**src/rtl/decoder_pkg.sv**
```systemverilog
`default_nettype none
// ----------------------------------------------------------------------------
// decoder_pkg : shared constants and state encoding for the decoder scan path
// Rev 1.0
// ----------------------------------------------------------------------------
package decoder_pkg;

    localparam int N_CH  = 8;
    localparam int SEL_W = 3;

    localparam logic [2:0] EN_ON  = 3'b001;
    localparam logic [2:0] EN_OFF = 3'b000;

    typedef enum logic [1:0] {
        ST_IDLE   = 2'd0,
        ST_ACTIVE = 2'd1,
        ST_BLANK  = 2'd2
    } scan_state_e;

endpackage
`default_nettype wire

```
**src/rtl/decoder_scan_ctrl_if.sv**
```systemverilog
`default_nettype none
// ----------------------------------------------------------------------------
// decoder_scan_ctrl_if : control/status bundle between host and scan sequencer
// Rev 1.0
// ----------------------------------------------------------------------------
interface decoder_scan_ctrl_if
    import decoder_pkg::*;
#(
    parameter int DWELL_W = 16
);
    logic               start;
    logic               stop;
    logic               mode_cont;
    logic [N_CH-1:0]    ch_mask;
    logic [DWELL_W-1:0] dwell;
    logic [SEL_W-1:0]   sel;
    logic [2:0]         en;
    logic               busy;
    logic               sweep_done;
    logic               err_no_ch;

    modport master (
        output start, stop, mode_cont, ch_mask, dwell,
        input  sel, en, busy, sweep_done, err_no_ch
    );

    modport slave (
        input  start, stop, mode_cont, ch_mask, dwell,
        output sel, en, busy, sweep_done, err_no_ch
    );
endinterface
`default_nettype wire

```
**src/rtl/next_ch_find.sv**
```systemverilog
`default_nettype none
// ----------------------------------------------------------------------------
// next_ch_find : next set mask bit strictly above cur, else lowest set bit
// Rev 1.0
// ----------------------------------------------------------------------------
module next_ch_find
    import decoder_pkg::*;
(
    input  logic [N_CH-1:0]  mask,
    input  logic [SEL_W-1:0] cur,
    output logic [SEL_W-1:0] nxt,
    output logic             wrapped
);
    always_comb begin
        nxt     = '0;
        wrapped = 1'b1;
        // Downward scans: the last hit is the lowest qualifying bit.
        for (int i = N_CH - 1; i >= 0; i--) begin
            if (mask[i]) nxt = SEL_W'(i);
        end
        for (int i = N_CH - 1; i >= 0; i--) begin
            if (mask[i] && (i > int'(cur))) begin
                nxt     = SEL_W'(i);
                wrapped = 1'b0;
            end
        end
    end
endmodule
`default_nettype wire

```
**src/rtl/decoder_scan_ctrl.sv**
```systemverilog
`default_nettype none
// ----------------------------------------------------------------------------
// decoder_scan_ctrl : steps decoder_3to8 select through masked channels with dwell/blank
// Rev 1.0
// ----------------------------------------------------------------------------
module decoder_scan_ctrl
    import decoder_pkg::*;
#(
    parameter int DWELL_W      = 16,
    parameter int BLANK_CYCLES = 1
)(
    input  logic                clk,
    input  logic                rst_n,
    decoder_scan_ctrl_if.slave  bus
);
    localparam int BLK_W = (BLANK_CYCLES > 1) ? $clog2(BLANK_CYCLES + 1) : 1;

    scan_state_e        state_q, state_d;
    logic [SEL_W-1:0]   sel_q, sel_d;
    logic [2:0]         en_q, en_d;
    logic               busy_q, busy_d;
    logic               done_q, done_d;
    logic               err_q, err_d;
    logic [N_CH-1:0]    mask_q, mask_d;
    logic [DWELL_W-1:0] dwell_q, dwell_d;
    logic               cont_q, cont_d;
    logic [DWELL_W-1:0] cnt_q, cnt_d;
    logic [BLK_W-1:0]   blk_q, blk_d;

    logic [N_CH-1:0]    find_mask;
    logic [SEL_W-1:0]   find_cur;
    logic [SEL_W-1:0]   find_nxt;
    logic               find_wrapped;
    logic [DWELL_W-1:0] dwell_eff;
    logic               do_adv;

    // In IDLE, searching above the top channel yields the lowest set bit.
    assign find_mask = (state_q == ST_IDLE) ? bus.ch_mask : mask_q;
    assign find_cur  = (state_q == ST_IDLE) ? SEL_W'(N_CH - 1) : sel_q;
    assign dwell_eff = (bus.dwell == '0) ? DWELL_W'(1) : bus.dwell;

    next_ch_find u_find (
        .mask    (find_mask),
        .cur     (find_cur),
        .nxt     (find_nxt),
        .wrapped (find_wrapped)
    );

    always_comb begin
        state_d = state_q;
        sel_d   = sel_q;
        en_d    = en_q;
        busy_d  = busy_q;
        done_d  = 1'b0;
        err_d   = 1'b0;
        mask_d  = mask_q;
        dwell_d = dwell_q;
        cont_d  = cont_q;
        cnt_d   = cnt_q;
        blk_d   = blk_q;
        do_adv  = 1'b0;

        if (bus.stop) begin
            state_d = ST_IDLE;
            en_d    = EN_OFF;
            busy_d  = 1'b0;
        end else begin
            case (state_q)
                ST_IDLE: begin
                    if (bus.start) begin
                        if (bus.ch_mask == '0) begin
                            err_d = 1'b1;
                        end else begin
                            mask_d  = bus.ch_mask;
                            dwell_d = dwell_eff;
                            cont_d  = bus.mode_cont;
                            sel_d   = find_nxt;
                            cnt_d   = dwell_eff;
                            en_d    = EN_ON;
                            busy_d  = 1'b1;
                            state_d = ST_ACTIVE;
                        end
                    end
                end
                ST_ACTIVE: begin
                    if (cnt_q <= DWELL_W'(1)) begin
                        if (BLANK_CYCLES > 0) begin
                            state_d = ST_BLANK;
                            en_d    = EN_OFF;
                            blk_d   = BLK_W'(BLANK_CYCLES);
                        end else begin
                            do_adv = 1'b1;
                        end
                    end else begin
                        cnt_d = cnt_q - DWELL_W'(1);
                    end
                end
                ST_BLANK: begin
                    if (blk_q <= BLK_W'(1)) do_adv = 1'b1;
                    else                    blk_d  = blk_q - BLK_W'(1);
                end
                default: begin
                    state_d = ST_IDLE;
                    en_d    = EN_OFF;
                    busy_d  = 1'b0;
                end
            endcase

            if (do_adv) begin
                done_d = find_wrapped;
                if (find_wrapped && !cont_q) begin
                    state_d = ST_IDLE;
                    en_d    = EN_OFF;
                    busy_d  = 1'b0;
                end else begin
                    state_d = ST_ACTIVE;
                    sel_d   = find_nxt;
                    en_d    = EN_ON;
                    cnt_d   = dwell_q;
                end
            end
        end
    end

    always_ff @(posedge clk or negedge rst_n) begin
        if (!rst_n) begin
            state_q <= ST_IDLE;
            sel_q   <= '0;
            en_q    <= EN_OFF;
            busy_q  <= 1'b0;
            done_q  <= 1'b0;
            err_q   <= 1'b0;
            mask_q  <= '0;
            dwell_q <= '0;
            cont_q  <= 1'b0;
            cnt_q   <= '0;
            blk_q   <= '0;
        end else begin
            state_q <= state_d;
            sel_q   <= sel_d;
            en_q    <= en_d;
            busy_q  <= busy_d;
            done_q  <= done_d;
            err_q   <= err_d;
            mask_q  <= mask_d;
            dwell_q <= dwell_d;
            cont_q  <= cont_d;
            cnt_q   <= cnt_d;
            blk_q   <= blk_d;
        end
    end

    assign bus.sel        = sel_q;
    assign bus.en         = en_q;
    assign bus.busy       = busy_q;
    assign bus.sweep_done = done_q;
    assign bus.err_no_ch  = err_q;
endmodule
`default_nettype wire

```
**src/flat_wrapper.sv**
```systemverilog
// flat-port wrapper written by rule: the top's interface ports become plain ports
module decoder_scan_ctrl_flat import decoder_pkg::*;
#(
    parameter int DWELL_W      = 16,
    parameter int BLANK_CYCLES = 1
)
  (clk, rst_n, bus_start, bus_stop, bus_mode_cont, bus_ch_mask, bus_dwell, bus_sel, bus_en, bus_busy, bus_sweep_done, bus_err_no_ch);
  decoder_scan_ctrl_if #(.DWELL_W(DWELL_W)) bus_i ();
  input  logic clk;
  input  logic rst_n;
  input wire logic [$bits(bus_i.start)-1:0] bus_start;
  input wire logic [$bits(bus_i.stop)-1:0] bus_stop;
  input wire logic [$bits(bus_i.mode_cont)-1:0] bus_mode_cont;
  input wire logic [$bits(bus_i.ch_mask)-1:0] bus_ch_mask;
  input wire logic [$bits(bus_i.dwell)-1:0] bus_dwell;
  output wire logic [$bits(bus_i.sel)-1:0] bus_sel;
  output wire logic [$bits(bus_i.en)-1:0] bus_en;
  output wire logic [$bits(bus_i.busy)-1:0] bus_busy;
  output wire logic [$bits(bus_i.sweep_done)-1:0] bus_sweep_done;
  output wire logic [$bits(bus_i.err_no_ch)-1:0] bus_err_no_ch;
  assign bus_i.start = bus_start;
  assign bus_i.stop = bus_stop;
  assign bus_i.mode_cont = bus_mode_cont;
  assign bus_i.ch_mask = bus_ch_mask;
  assign bus_i.dwell = bus_dwell;
  assign bus_sel = bus_i.sel;
  assign bus_en = bus_i.en;
  assign bus_busy = bus_i.busy;
  assign bus_sweep_done = bus_i.sweep_done;
  assign bus_err_no_ch = bus_i.err_no_ch;
  decoder_scan_ctrl #(.DWELL_W(DWELL_W), .BLANK_CYCLES(BLANK_CYCLES)) u_core (.clk(clk), .rst_n(rst_n), .bus(bus_i));
endmodule
```
**config.mk**
```make
export PLATFORM = sky130hd
export DESIGN_NAME = decoder_scan_ctrl_flat
export DESIGN_NICKNAME = d
export VERILOG_FILES = /design/src/rtl/decoder_pkg.sv /design/src/rtl/decoder_scan_ctrl_if.sv /design/src/rtl/next_ch_find.sv /design/src/rtl/decoder_scan_ctrl.sv /design/src/flat_wrapper.sv
export SDC_FILE = /design/constraint.sdc
export NUM_CORES = 1
export LEC_CHECK = 0
export CAP_MARGIN = 0
export CORE_AREA = 2 2 79 81
export DETAILED_ROUTE_END_ITERATION = 10
export DIE_AREA = 0 0 81 83
export DONT_BUFFER_PORTS = 1
export GPL_ROUTABILITY_DRIVEN = 0
export PLACE_DENSITY_LB_ADDON = 0.25
export SYNTH_ARGS = -nofsm -noshare
export SYNTH_HDL_FRONTEND = slang
export SYNTH_SLANG_ARGS = --single-unit
```
**constraint.sdc**
```tcl
create_clock -name clk -period 5.5 [get_ports clk]
set_input_delay 0.825 -clock clk [delete_from_list [all_inputs] [get_ports clk]]
set_output_delay 0.825 -clock clk [all_outputs]
set_load 0.03 [all_outputs]
```
==> impl_summary.txt <==
----------------------------------------------------
[Logic synthesis]
  Portion of netlist area occupied by mux cells ... between 10% and 20%
  Share of the synthesized netlist area taken by xor and xnor gates ... about 1.8%
  Main combinational cell family by area after synthesis ... compound AO/OA/AOI/OAI gates
  Area share of fa/ha/maj cells after synthesis ... around 2.9%
  Synth Area in Simple Gates ... 19.13%
  Number of distinct library cells after synthesis ... 64
  Yosys warns ... 0
  #FFs+latches synth ... 50
  Fraction of the mapped netlist area in compound gates ... about 22%
  Number of enable flip-flop cells after synthesis ... 0
  Post-Synthesis Cells ... 381
  Synthesized area ... around 0.0034 sq mm
  Average instance area after synthesis ... about 9 sq um
  Part of the Yosys area used for sequential elements ... approximately 36%
  Ys async rst share ... 100.0%
  Predominant post-synthesis flop cell ... dfrtp_1

[STA]
  Maximum operating frequency ... 278.9 MHz
  Remaining max-slew budget at the tightest pin ... 38.36%
  Hold Fails Final Rpt ... 0
  Tmin final ... between 3 and 4 ns
  Share of the clock period used by the worst path after layout ... approximately two thirds
  Final Max Tran Viols ... 0
  Final setup TNS ... 0 ns
  Final setup violation count ... 0
  Post-route clock skew ... ~0.0085 ns
  Setup repair after global routing missed its margin ... false
  Actual slew at the worst max-slew pin ... around 0.9 ns

[Floorplan]
  Height of the die ... 83 um
  Number of placed I/O pins ... 38
  Core region area ... approximately 0.0058 sq mm
  Overall die width ... ~81 um
  Die area ... roughly 0.0067 sq mm
  Number of core rows ... 28
  Initial Utilization ... about three fifths

[GRT]
  Met2 usage in global routing ... approximately two fifths
  Maximum number of pins on one net before global-route repair ... between 50 and 60
  Met3 usage in global routing ... 5.761%
  Number of antenna violations at the first check in global routing ... 0
  Residual overflow from global routing ... 0
  Met1 usage in global routing ... 36.45%
  Global-route wire length before repair ... 13740 um
  Vias in the first global route ... ~2700
  Busiest layer in global routing ... met2
  Global-route usage over all layers ... about a quarter

[Clock tree]
  Number of buffers inserted by post-CTS setup repair ... 0
  Clock insertion delay at the later pin of the skew report ... 0.30 ns
  Clock transition time at the flip-flop clock pins of the worst setup and hold paths ... approximately 0.09 ns
  Cells resized by post-CTS repair ... 0
  CTS tree ... done
  Clock buffers created by TritonCTS ... 5
  Maximum level of the CTS H-tree ... 2
  Root Driver ... clkbuf_8
  Cts-stage hold buffer count ... 0
  Deepest clock path buffer count ... 2
  Number of sinks driven by the clock tree ... 50

[Finish]
  Count of antenna diodes in the layout ... 0
  Layout filler cell count ... 533
  Area growth from synthesis to final layout ... 0.3643%
  Net count, final ... 403
  Most common library cell in the layout ignoring fill and taps ... dfrtp_1
  Layout Utilization ... 59.25%
  Fraction of layout cells with a size suffix above 1 ... 11.99%
  Top library cells by usage in the layout, fill and taps aside ... dfrtp_1 (50), nand2_1 (41), nor2_1 (39), o21ai_0 (24)

[Critical path]
  Worst EP arrival ... 3.77 ns
  Category of the worst setup path launch point ... flop
  Most used cell along the critical path ... inv_1
  Crit-path slowest cell ... o41ai_4
  Delay of the slowest cell on the worst path ... just under 0.8 ns
  Kind of critical path ... reg2reg
  CP max FO ... 21
  Setup crit end kind ... flop
  Cell-by-cell listing of the critical path ... inv_1 > ha_1 > inv_1 > a32o_1 > o41ai_4 > buf_4 > o311ai_0 > o21ai_0 > o22ai_1
  Required time of the critical path ... between 5 and 6 ns

[Placement]
  Port Buffers ... 0
  Placed wire-length estimate after detailed placement ... 5893 um

[Detailed routing]
  Iter 0 DRT Violations ... a little under 200
  Initial DRT Pass Iterations ... 5
  ANT nets after route ... 0
  Via count ... between 2000 and 3000
  Average wire per standard cell ... 18.26 um
  Number of vias per cell ... roughly 6.4
  Post-route DRC ... 0
  Final WL ... between 8000 and 9000 um

[Pwr]
  Power density cells ... roughly 550 mW/mm^2
  P_leak ... around 1.4 nW
  Max IR drop VDD ... 0.2353 mV

[Hold path]
  HP Class ... in2async

[Status]
  Result of the run ... finished clean

[Job]
  MaxCap Viol Count ... 0

----------------------------------------------------
[final timing paths]
| kind | depth (start not counted) | endpoint | startpoint | slack (ns) |
|---|---|---|---|---|
| setup / recovery | 9 | u_core.cnt_q[6]$_DFFE_PN0N_ | u_core.state_q[0]$_DFFE_PN0P_ | 1.91 |
| setup reg to reg | 9 | u_core.cnt_q[6]$_DFFE_PN0N_ | u_core.state_q[0]$_DFFE_PN0P_ | 1.91 |
| min in group clk | 1 | u_core.dwell_q[4]$_DFFE_PN0P_ | u_core.dwell_q[4]$_DFFE_PN0P_ | 0.51 |
| hold / removal | 0 | u_core.mask_q[2]$_DFFE_PN0P_ | rst_n | 0.21 |
| max in group asynchronous | 0 | u_core.cnt_q[6]$_DFFE_PN0N_ | rst_n | 5.20 |
| hold reg to reg | 1 | u_core.dwell_q[4]$_DFFE_PN0P_ | u_core.dwell_q[4]$_DFFE_PN0P_ | 0.51 |
[Yosys cell counts, types with 9 or more instances]
cell	number	share of area (%)
a21oi_1	22	3.2
clkbuf_1	9	0.98
dfrtp_1	50	36
inv_1	15	1.6
mux2_2	22	7.2
mux2i_1	9	2.6
nand2_1	41	4.5
nand3_1	9	1.3
nor2_1	40	4.4
nor3_1	14	2.0
o21ai_0	24	3.5
o31ai_1	10	2.2
[metal layers]
layer  wire (um)  part of all wire, %
met4         164                  2.0
met3         502                  6.2
met1        3603                   45
met2        3801                   47
met5           0                    0
[state kept, by name, indices dropped and copies added, names as in the netlist]
name,flops
u_core.cont_q,1
u_core.bus.sweep_done,1
u_core.bus.en,1
u_core.mask_q,8
u_core.dwell_q,16
u_core.state_q,2
u_core.cnt_q,16
u_core.bus.err_no_ch,1
u_core.bus.busy,1
u_core.bus.sel,3
[final cells by class]
class | count | area (sq um) | share of cell area [%]
Tap cell | 75 | 93.84 | 2.723
Sequential cell | 50 | 1251 | 36.31
Clock inverter | 1 | 5.005 | 0.1452
Multi-Input combinational cell | 292 | 1938 | 56.25
Inverter | 15 | 56.30 | 1.634
Clock buffer | 7 | 86.33 | 2.505
Timing Repair Buffer | 2 | 15.01 | 0.4357
[report_power, final]
part           internal (W)  leakage, nW  total [W]  switching, W
Combinational      0.000397        0.728   0.000883      0.000486
Clock              0.000102       0.0482   0.000219      0.000118
Sequential         0.000538        0.607   0.000787      0.000249
Total               0.00104         1.38    0.00189      0.000853
[stage by stage]
step | hold WS, ns | setup WS [ns] | total power (W) | instance area (sq um) | instances
CTS | 0.2027 | 1.933 | 0.001886 | 3446 | 442
finish | 0.2067 | 1.914 | 0.001889 | 3446 | 442
detailed placement | 0.4970 | 1.957 | 0.001665 | 3354 | 434
global placement | 0.4875 | 2.084 | 0.001636 | 3354 | 434
global route | 0.1842 | 1.588 | 0.002054 | 3446 | 442
floorplan | 0.4753 | 3.164 | 0.001514 | 3437 | 382
[worst max-delay path, delay by kind of cell (launching register included)]
family	cells	cell delay, ns
buffers and inverters	3	0.88
AOI/OAI and AO/OA	5	1.51
adders and majority gates	1	0.62
DFF	1	0.43
[logic make-up after synthesis]
family | Yosys count
AND/OR/NAND/NOR | 136
AO/OA/AOI/OAI | 107
flip-flops | 50
buffers and inverters | 40
multiplexers | 32
adder cells (fa/ha/maj) | 8
XOR/XNOR | 7
other | 1
(Power assumes the default switching activity.)
